File: src/rtl/clk_pkg.sv
// rtl/clk_pkg.sv - sequencer state encodings, parameter limits and width helper for clk_en_gen
package clk_pkg;

  localparam logic [1:0] WAIT_LOCK = 2'd0;
  localparam logic [1:0] DELAY     = 2'd1;
  localparam logic [1:0] RUN       = 2'd2;

  localparam int NCH_MIN = 1;
  localparam int NCH_MAX = 8;
  localparam int DW_MIN  = 2;
  localparam int DW_MAX  = 24;

  // Channel-select width, never narrower than one bit.
  function automatic int ch_width(input int n);
    return (n > 1) ? $clog2(n) : 1;
  endfunction

endpackage

File: src/rtl/clk_en_div.sv
// rtl/clk_en_div.sv - one clock-enable channel: shadow divisor, pending flag, down-counter, toggle
// Optional feature: CLK_TOG_EN adds the divide-by-2 toggle flop; otherwise tog is tied to 0.
module clk_en_div #(
  parameter int DW      = 16,
  parameter int DIV_RST = 2
) (
  input  logic          mclk,
  input  logic          RESET,
  input  logic          run,
  input  logic          ld,
  input  logic [DW-1:0] val,
  input  logic          sync,
  output logic          ce,
  output logic          tog,
  output logic          pend_nxt
);

  localparam logic [DW-1:0] DIV_INIT = DW'(DIV_RST);
  localparam logic [DW-1:0] ONE      = DW'(1);

  logic [DW-1:0] shd_q, shd_d;
  logic [DW-1:0] act_q, act_d;
  logic [DW-1:0] cnt_q, cnt_d;
  logic          pend_q, pend_d;
  logic          ce_q, ce_d;

  always_comb begin
    shd_d  = shd_q;
    pend_d = pend_q;
    act_d  = act_q;
    cnt_d  = cnt_q;
    ce_d   = 1'b0;
    if (ld) begin
      shd_d  = (val == '0) ? ONE : val;
      pend_d = 1'b1;
    end
    // A same-cycle write is visible to the sync or terminal count below.
    if (!run) begin
      cnt_d = act_q - ONE;
    end else if (sync) begin
      act_d  = shd_d;
      pend_d = 1'b0;
      cnt_d  = shd_d - ONE;
    end else if (cnt_q == '0) begin
      ce_d = 1'b1;
      if (pend_d) begin
        act_d  = shd_d;
        pend_d = 1'b0;
      end
      cnt_d = act_d - ONE;
    end else begin
      cnt_d = cnt_q - ONE;
    end
  end

  always_ff @(posedge mclk or posedge RESET) begin
    if (RESET) begin
      shd_q  <= DIV_INIT;
      act_q  <= DIV_INIT;
      cnt_q  <= DIV_INIT - ONE;
      pend_q <= 1'b0;
      ce_q   <= 1'b0;
    end else begin
      shd_q  <= shd_d;
      act_q  <= act_d;
      cnt_q  <= cnt_d;
      pend_q <= pend_d;
      ce_q   <= ce_d;
    end
  end

  assign ce       = ce_q;
  assign pend_nxt = pend_d;

`ifdef CLK_TOG_EN
  logic tog_q, tog_d;

  always_comb begin
    tog_d = run ? (tog_q ^ ce_d) : 1'b0;
  end

  always_ff @(posedge mclk or posedge RESET) begin
    if (RESET) begin
      tog_q <= 1'b0;
    end else begin
      tog_q <= tog_d;
    end
  end

  assign tog = tog_q;
`else
  assign tog = 1'b0;
`endif

endmodule

File: src/rtl/clk_en_gen.sv
// rtl/clk_en_gen.sv - lock/delay reset sequencer plus NCH programmable clock-enable channels
// Optional feature: CLK_TOG_EN enables the per-channel clk_tog square waves.
module clk_en_gen
  import clk_pkg::*;
#(
  parameter int NCH     = 4,
  parameter int DW      = 16,
  parameter int RST_DLY = 16,
  parameter int DIV_RST = 2
) (
  input  logic                     mclk,
  input  logic                     RESET,
  input  logic                     pll_lock,
  input  logic                     div_ld,
  input  logic [ch_width(NCH)-1:0] div_ch,
  input  logic [DW-1:0]            div_val,
  input  logic                     sync_req,
  output logic                     rstb,
  output logic [NCH-1:0]           ce_out,
  output logic [NCH-1:0]           clk_tog,
  output logic                     busy
);

  localparam int CHW = ch_width(NCH);
  localparam logic [7:0] DLY_LAST = 8'(RST_DLY - 1);

  logic [1:0]     state_q, state_d;
  logic [7:0]     dly_q, dly_d;
  logic           rstb_q, rstb_d;
  logic           busy_q, busy_d;
  logic [NCH-1:0] pend_nxt;
  logic           run_stay;
  logic           ld_ok;
  logic           sync_ok;

  always_comb begin
    state_d = state_q;
    dly_d   = dly_q;
    case (state_q)
      WAIT_LOCK: begin
        if (pll_lock) begin
          state_d = DELAY;
          dly_d   = '0;
        end
      end
      DELAY: begin
        if (!pll_lock) begin
          state_d = WAIT_LOCK;
        end else if (dly_q == DLY_LAST) begin
          state_d = RUN;
        end else begin
          dly_d = dly_q + 8'd1;
        end
      end
      RUN: begin
        if (!pll_lock) begin
          state_d = WAIT_LOCK;
        end
      end
      default: state_d = WAIT_LOCK;
    endcase
  end

  // Channels only count on cycles that stay in RUN, so a lock loss freezes them on the same edge.
  assign run_stay = (state_q == RUN) && pll_lock;
  assign ld_ok    = div_ld && ((state_q == DELAY) || (state_q == RUN));
  assign sync_ok  = sync_req && run_stay;

  assign rstb_d = (state_d == RUN);
  assign busy_d = |pend_nxt;

  always_ff @(posedge mclk or posedge RESET) begin
    if (RESET) begin
      state_q <= WAIT_LOCK;
      dly_q   <= '0;
      rstb_q  <= 1'b0;
      busy_q  <= 1'b0;
    end else begin
      state_q <= state_d;
      dly_q   <= dly_d;
      rstb_q  <= rstb_d;
      busy_q  <= busy_d;
    end
  end

  for (genvar i = 0; i < NCH; i++) begin : g_ch
    clk_en_div #(
      .DW      (DW),
      .DIV_RST (DIV_RST)
    ) u_div (
      .mclk     (mclk),
      .RESET    (RESET),
      .run      (run_stay),
      .ld       (ld_ok && (div_ch == CHW'(i))),
      .val      (div_val),
      .sync     (sync_ok),
      .ce       (ce_out[i]),
      .tog      (clk_tog[i]),
      .pend_nxt (pend_nxt[i])
    );
  end

  assign rstb = rstb_q;
  assign busy = busy_q;

endmodule

File: config.mk
export PLATFORM = sky130hd
export DESIGN_NAME = clk_en_gen
export DESIGN_NICKNAME = d
export VERILOG_FILES = /design/src/rtl/clk_pkg.sv /design/src/rtl/clk_en_div.sv /design/src/rtl/clk_en_gen.sv
export SDC_FILE = /design/constraint.sdc
export NUM_CORES = 1
export LEC_CHECK = 0
export BUFFER_PORTS_ARGS = -buffer_cell sky130_fd_sc_hd__buf_2
export CAP_MARGIN = 5
export CORE_MARGIN = 1
export CORE_UTILIZATION = 38
export CTS_BUF_LIST = sky130_fd_sc_hd__clkbuf_4 sky130_fd_sc_hd__clkbuf_8 sky130_fd_sc_hd__clkbuf_16
export DETAILED_ROUTE_END_ITERATION = 6
export PLACE_DENSITY = 0.55
export SETUP_SLACK_MARGIN = 0.05
export SYNTH_ARGS = -nofsm -noshare
export SYNTH_HDL_FRONTEND = slang
export SYNTH_SLANG_ARGS = --single-unit
File: constraint.sdc
create_clock -name mclk -period 7.4 [get_ports mclk]
set_clock_uncertainty 0.05 [all_clocks]
set_input_delay 1.11 -clock mclk [delete_from_list [all_inputs] [get_ports mclk]]
set_output_delay 1.11 -clock mclk [all_outputs]
set_load 0.01 [all_outputs]
==> impl_metrics.csv, run 1 <==
group,metric,value,unit
status,outcome,"finished clean",
setup_path,start_kind,"register",
sta,setup_viol,0,
sta,tns,0,ps
synth,synth_edf_count,0,
synth,async_flop_share,1.00,
sta,finalCritPeriodShare,0.504,
setup_path,cp-end-kind,"register",
sta,tightest_slew,1000,ps
flow_run,maxCapViolations,0,
finish,fin_util,0.434,
synth,netlist_area,11600,um2
finish,final_cell_mix,"dfrtp_1 (200), nand2_1 (121), mux2i_1 (100), nor2_1 (94), mux2_2 (76)",
clock_network,cts.sinks,212,
clock_network,ctsHoldBuffers,0,
clock_network,numCtsBuffers,27,
finish,layout-drive-gt1-share,0.191,
finish,final_net_count,1180,
setup_path,crit_type,"reg2reg",
pwr,p_total,3.59,mW
placed_design,port_buffers,28,
synth,yosys_register_bits,212,
hold_path,min-delay-path-class,"reg2reg",
global_routing,grt_pass1_vias,8964,
global_routing,grtUsageMet3,0.0363,
sta,fin_crit,3730,ps
synth,ys_seq_area_frac,0.458,
clock_network,cts_tree,"built",
pwr,power_density,276,nW/um2
setup_path,crit_path_top_delay_cell,"nor4_1",
setup_path,cp.required,7820,ps
clock_network,cts_setup_buffers,0,
routing,drt-total-wl,31.9,mm
placed_design,dpl.hpwl,20.3,mm
sta,grt_setup_unrepaired,"no",
floorplan,dieArea,31300,um2
clock_network,cts_buffer_depth,3,
sta,max_freq,0.268,GHz
finish,syn2layout_area_growth,11.7,%
routing,first_pass_iters,4,
setup_path,cp_max_fo,47,
global_routing,grt_usage,0.211,
pwr,vdd_ir_drop_max,233,uV
synth,synth-main-ff-cell,"dfrtp_1",
clock_network,cts_root_buffer,"clkbuf_16",
sta,drv_slew,0,
setup_path,cp_cell_sequence,"inv_1 > ha_1 > nand4_2 > buf_4 > mux2_4 > a22o_1 > a221oi_2 > ha_1 > inv_1 > nor4_1 > inv_1 > nor4_1 > xnor2_1",
finish,final_common_cell,"dfrtp_1",
global_routing,grt_max_degree,108,
routing,drcViolationCount,0,
global_routing,grt_busiest_layer,"met2",
pwr,power_leakage,6.23,nW
synth,ys_types,71,
setup_path,path_common_cell,"inv_1",
floorplan,core,29900,um2
placed_design,gp_congestion,0.817,
setup_path,cp_slowest_stage_delay,490,ps
routing,drtIter0Drc,498,
synth,synth-warning-count,0,
global_routing,antenna_found_initial,3,
clock_network,htreeDepth,1,
synth,avgSynthCellArea,10.1,um2
global_routing,grt_pass1_wl,51.0,mm
sta,hold_violations,0,
routing,avgRoutedWirePerCell,20.4,um
sta,relSlewSlack,0.331,
floorplan,io_pins,33,
global_routing,grt-ovfl-total,0,
floorplan,start_util,0.389,
routing,vias,8720,
routing,drtAntennaViolNets,0,
routing,avgViaCountPerCell,5.59,
global_routing,grtUsageMet1,0.286,
clock_network,cts.repair.resized,0,
setup_path,arrival,4150,ps
clock_network,worst_skew_pair.late_latency,550,ps
floorplan,die_height,177,um
synth,syn_inst,1153,
floorplan,std_cell_rows,63,
floorplan,chipWidth,177,um
global_routing,met2_usage,0.343,
clock_network,path_clk_slew,60,ps
## cell usage after synthesis, drive strengths merged, types with 4 or more instances
master	number	area share
dfrtp	200	0.43
nand2	122	0.039
mux2i	100	0.086
nor2	94	0.030
mux2	79	0.078
a21oi	51	0.022
inv	44	0.014
o21ai	44	0.019
xor2	43	0.032
clkbuf	42	0.014
buf	41	0.019
nor4	27	0.016
nand3	26	0.011
and2	22	0.012
xnor2	19	0.014
a31oi	16	0.0086
a221oi	13	0.010
dfstp	12	0.027
o221a	12	0.012
nor3	11	0.0047
nand4	10	0.0059
ha	9	0.0097
a211oi	8	0.0052
o2111ai	8	0.0060
o211ai	8	0.0060
and3	7	0.0038
and4	7	0.0053
o32a	7	0.0060
a22oi	6	0.0039
a31o	4	0.0030
nand2b	4	0.0022
o32ai	4	0.0030
## sequential cells by signal (all words and copies together) (netlist names), 2 cells and up
register	count
g_ch.u_div.pend_q	4
g_ch.u_div.shd_q	64
dly_q	8
g_ch.u_div.ce	4
g_ch.u_div.cnt_q	64
g_ch.u_div.act_q	64
state_q	2
## worst max-delay path, delay by kind of cell, from the launching register on
| kind | cells | cell delay [ps] |
|---|---|---|
| simple gates | 3 | 910 |
| buf+inv | 4 | 700 |
| fa+ha+maj | 2 | 630 |
| compound gates | 2 | 420 |
| flops | 1 | 410 |
| mux | 1 | 360 |
| xor+xnor | 1 | 160 |
## path summary, 6_finish.rpt
check	from	slack, ps	cells after the start	end
worst max-delay path	state_q[1]	3670	13	g_ch[3].u_div.cnt_q[12]
worst min-delay path	g_ch[0].u_div.shd_q[14]	430	2	g_ch[0].u_div.shd_q[14]
worst max register to register	state_q[1]	3670	13	g_ch[3].u_div.cnt_q[12]
worst min register to register	g_ch[0].u_div.shd_q[14]	430	2	g_ch[0].u_div.shd_q[14]
max in group asynchronous	RESET	5360	3	g_ch[3].u_div.act_q[2]
min in group asynchronous	RESET	680	2	g_ch[3].u_div.act_q[9]
## where the power goes
part / switching [mW] / total (mW) / internal [mW]
Sequential: 0.151 / 1.51 / 1.36
Clock: 0.516 / 1.34 / 0.819
Combinational: 0.409 / 0.739 / 0.331
Total: 1.08 / 3.59 / 2.51
## per-layer routing
| metal | vias to the layer above | routed length, um |
|---|---|---|
| li1 | 4130 | - |
| met1 | 4380 | 14900 |
| met2 | 157 | 14800 |
| met3 | 51 | 1400 |
| met4 | 2 | 756 |
| met5 | - | 10 |
## metrics by stage
| stage | instances | instance area (um2) | setup slack, ps | hold WS [ps] |
|---|---|---|---|---|
| 2_1_floorplan | 1156 | 11600 | 466 | 389 |
| 3_3_place_gp | 1509 | 12100 | 3300 | 413 |
| 3_5_place_dp | 1509 | 12100 | 3310 | 411 |
| 4_1_cts | 1559 | 13000 | 3660 | 427 |
| 5_1_grt | 1560 | 13000 | 3390 | 446 |
| 6_report | 1560 | 13000 | 3670 | 425 |
## cell families after synthesis
family | share of synthesized area
AO/OA/AOI/OAI | 0.126
XOR/XNOR | 0.0467
adder cells (fa/ha/maj) | 0.00969
buffers and inverters | 0.0470
flip-flops | 0.458
multiplexers | 0.164
other | 0.000323
AND/OR/NAND/NOR | 0.148
## layout make-up
type | count | area (um2)
Clock inverter | 6 | 73.8
Antenna cell | 1 | 2.50
Tap cell | 390 | 488
Inverter | 44 | 173
Clock buffer | 44 | 847
Multi-Input combinational cell | 817 | 5780
Sequential cell | 212 | 5320
Fill cell | 2862 | 16900
Timing Repair Buffer | 46 | 288
Power figures use the tool's default switching activity.
==> run 2, diff against run 1 <==
--- a/config.mk
+++ b/config.mk
@@ -5,6 +5,7 @@
 export SDC_FILE = /design/constraint.sdc
 export NUM_CORES = 1
 export LEC_CHECK = 0
+export ABC_AREA = 1
 export BUFFER_PORTS_ARGS = -buffer_cell sky130_fd_sc_hd__buf_2
 export CAP_MARGIN = 5
 export CORE_MARGIN = 1
==> constraint.sdc (replaced) <==
create_clock -name mclk -period 3.8 [get_ports mclk]
set_clock_uncertainty 0.05 [all_clocks]
set_input_delay 0.57 -clock mclk [delete_from_list [all_inputs] [get_ports mclk]]
set_output_delay 0.57 -clock mclk [all_outputs]
set_load 0.01 [all_outputs]
==> run 2 against run 1 <==
  * Register-to-register slack worse by 3200 ps
  * Die area rose by 14%
  * Synthesized cell count increased by 67%
  * Final cell count increased by 54%
  * Clock power grew 100%
  * Sequential share of layout area down 4.7 points
  * Setup slack got worse by 3200 ps
  * Clock-buffer cell count shrank 10
  * Wire length rose by 21%
  * Final area rose by 13%
  * Highest routed layer is now met4
==> impl_metrics.csv, run 2 <==
group,metric,value,unit
setup_path,crit_type,"reg2reg",
synth,synthMostInstantiatedCell,"nand2_1",
setup_path,path_common_cell,"nand2_1",
synth,avgSynthCellArea,6.87,um2
finish,final_cell_mix,"nand2_1 (729), nor2_1 (225), dfrtp_1 (200), inv_1 (163), nand3_1 (159)",
clock_network,numCtsBuffers,26,
clock_network,cts_tree,"built",
setup_path,start_kind,"register",
routing,vias,11900,
synth,synth_edf_count,0,
routing,drtIter0Drc,999,
global_routing,grt-ovfl-total,0,
global_routing,grt_pass1_wl,62.5,mm
synth,yosys_register_bits,212,
global_routing,grt_pass1_vias,11400,
synth,synth-main-ff-cell,"dfrtp_1",
sta,finalCritPeriodShare,0.867,
routing,drcViolationCount,0,
routing,avgRoutedWirePerCell,16.1,um
sta,tns,0,ps
sta,tightest_slew,959,ps
sta,setup_viol,0,
routing,drtAntennaViolNets,0,
synth,synth-warning-count,0,
clock_network,cts_buffer_depth,3,
finish,diodes,0,
floorplan,die_height,189,um
placed_design,dpl.hpwl,27.4,mm
setup_path,crit_path_top_delay_cell,"dfrtp_1",
global_routing,antenna_found_initial,0,
floorplan,dieArea,35600,um2
setup_path,cp.required,4180,ps
finish,final_net_count,1961,
synth,netlist_top_cells_count,"nand2_1 (730), nor2_1 (225), dfrtp_1 (200), inv_1 (164), nand3_1 (159)",
status,outcome,"finished clean",
pwr,vdd_ir_drop_max,358,uV
placed_design,gp_congestion,0.886,
setup_path,arrival,3670,ps
floorplan,chipWidth,189,um
sta,drv_slew,0,
finish,multiInputGateArea,6740,um2
sta,relSlewSlack,0.359,
synth,ys_types,53,
setup_path,cp_cell_sequence,"inv_1 > ha_1 > nand2_2 > inv_6 > nand2_4 > nand2_4 > inv_2 > nand2_1 > nand2_1 > a21oi_1 > ha_1 > inv_1 > nor2_1 > nand2_1 > nor2_2 > nand2_1 > nand2_1 > nand2_1",
sta,max_freq,0.304,GHz
routing,first_pass_iters,5,
synth,ys_seq_area_frac,0.402,
synth,synth_top_area_frac,0.378,
sta,fin_ws,506,ps
global_routing,grt_usage,0.221,
clock_network,cts.sinks,212,
clock_network,path_clk_slew,60,ps
synth,synth_area_leaders,"dfrtp_1 (38%), nand2_1 (21%), nor2_1 (6.4%)",
synth,async_flop_share,1.00,
synth,syn_inst,1926,
setup_path,cp_max_fo,36,
floorplan,io_pins,33,
finish,fin_util,0.433,
floorplan,std_cell_rows,67,
routing,avgViaCountPerCell,4.98,
finish,reg.largest.list,"g_ch.u_div.act_q x64, g_ch.u_div.cnt_q x64, g_ch.u_div.shd_q x64",
clock_network,cts_root_buffer,"clkbuf_16",
clock_network,worst_skew_pair.late_latency,540,ps
setup_path,cp-end-kind,"register",
routing,drt-total-wl,38.5,mm
synth,yosys.area.top_type,"dfrtp_1",
finish,syn2layout_area_growth,10.7,%
placed_design,place_ws,432,ps
clock_network,ctsHoldBuffers,0,
flow_run,maxCapViolations,0,
finish,final_common_cell,"nand2_1",
pwr,power_density,486,nW/um2
floorplan,core,33900,um2
clock_network,htreeDepth,1,
floorplan,start_util,0.391,
finish,regArea,5320,um2
finish,layout-drive-gt1-share,0.120,
synth,netlist_area,13200,um2
placed_design,port_buffers,28,
sta,hold_violations,0,
hold_path,min-delay-path-class,"in2async",
global_routing,grt_max_degree,77,
sta,hold_slack,183,ps
finish,fillCellCount,3549,
sta,fin_crit,3290,ps
pwr,power_leakage,7.75,nW
setup_path,cp_slowest_stage_delay,390,ps
sta,grt_setup_unrepaired,"no",
[run 2: metal layers]
metal,vias up,global-route usage,part of all wire
met5,-,0,0
met2,301,0.348,0.45
li1,6026,-,-
met4,0,0.0596,0.025
met1,5544,0.313,0.47
met3,62,0.0339,0.054
[run 2: what timing repair did]
item	4_1_cts	5_1_grt
setup endpoints to repair	0	1
resized for setup	0	1
hold endpoints to repair	0	0
buffers inserted	0	0
[run 2: path summary, 6_finish.rpt]
path / start / end / slack [ps] / cells past startpoint
setup / recovery: state_q[1] / g_ch[2].u_div.cnt_q[14] / 510 / 18
hold / removal: RESET / g_ch[3].u_div.act_q[6] / 180 / 2
setup reg to reg: state_q[1] / g_ch[2].u_div.cnt_q[14] / 510 / 18
hold reg to reg: dly_q[7] / dly_q[7] / 420 / 1
max in group asynchronous: RESET / g_ch[1].u_div.cnt_q[0] / 2600 / 3
min in group mclk: div_val[10] / g_ch[3].u_div.shd_q[10] / 280 / 3
[run 2: worst max-delay path: cells and delay by family, from the launching register on]
family                   cells  cell delay, ps
flip-flops                   1             390
AO/OA/AOI/OAI                1             300
buffers and inverters        4             600
adder cells (fa/ha/maj)      2             610
AND/OR/NAND/NOR             11            1220
[run 2: area by class of cell]
type                    instances  area share
clock buffers                  34      0.0523
clock inverters                14      0.0120
inverters                     191      0.0504
multi-input cells            1449       0.460
flip-flops and latches        212       0.363
well taps                     448      0.0383
repair buffers                 49      0.0237
[run 2: cells by family (layout without fill, tap and decap cells)]
family                   Yosys count  in the layout  synth area share
other                              1              4          0.000283
XOR/XNOR                          19             19            0.0126
flip-flops                       212            212             0.402
AO/OA/AOI/OAI                    153            153            0.0672
buffers and inverters            268            288            0.0899
adder cells (fa/ha/maj)            9              9           0.00851
AND/OR/NAND/NOR                 1264           1264             0.420
[run 2: report_power, final]
part           switching, mW  internal (mW)
Clock                   1.03           1.68
Combinational           1.11          0.539
Sequential             0.118           2.64
[run 2: metrics by stage]
step                total power [mW]  cell area (um2)  instances
floorplan                       4.06            13300       1929
global placement                4.41            13700       2349
detailed placement              4.43            13700       2349
CTS                             7.18            14600       2397
global route                    7.53            14600       2397
finish                          7.12            14600       2397
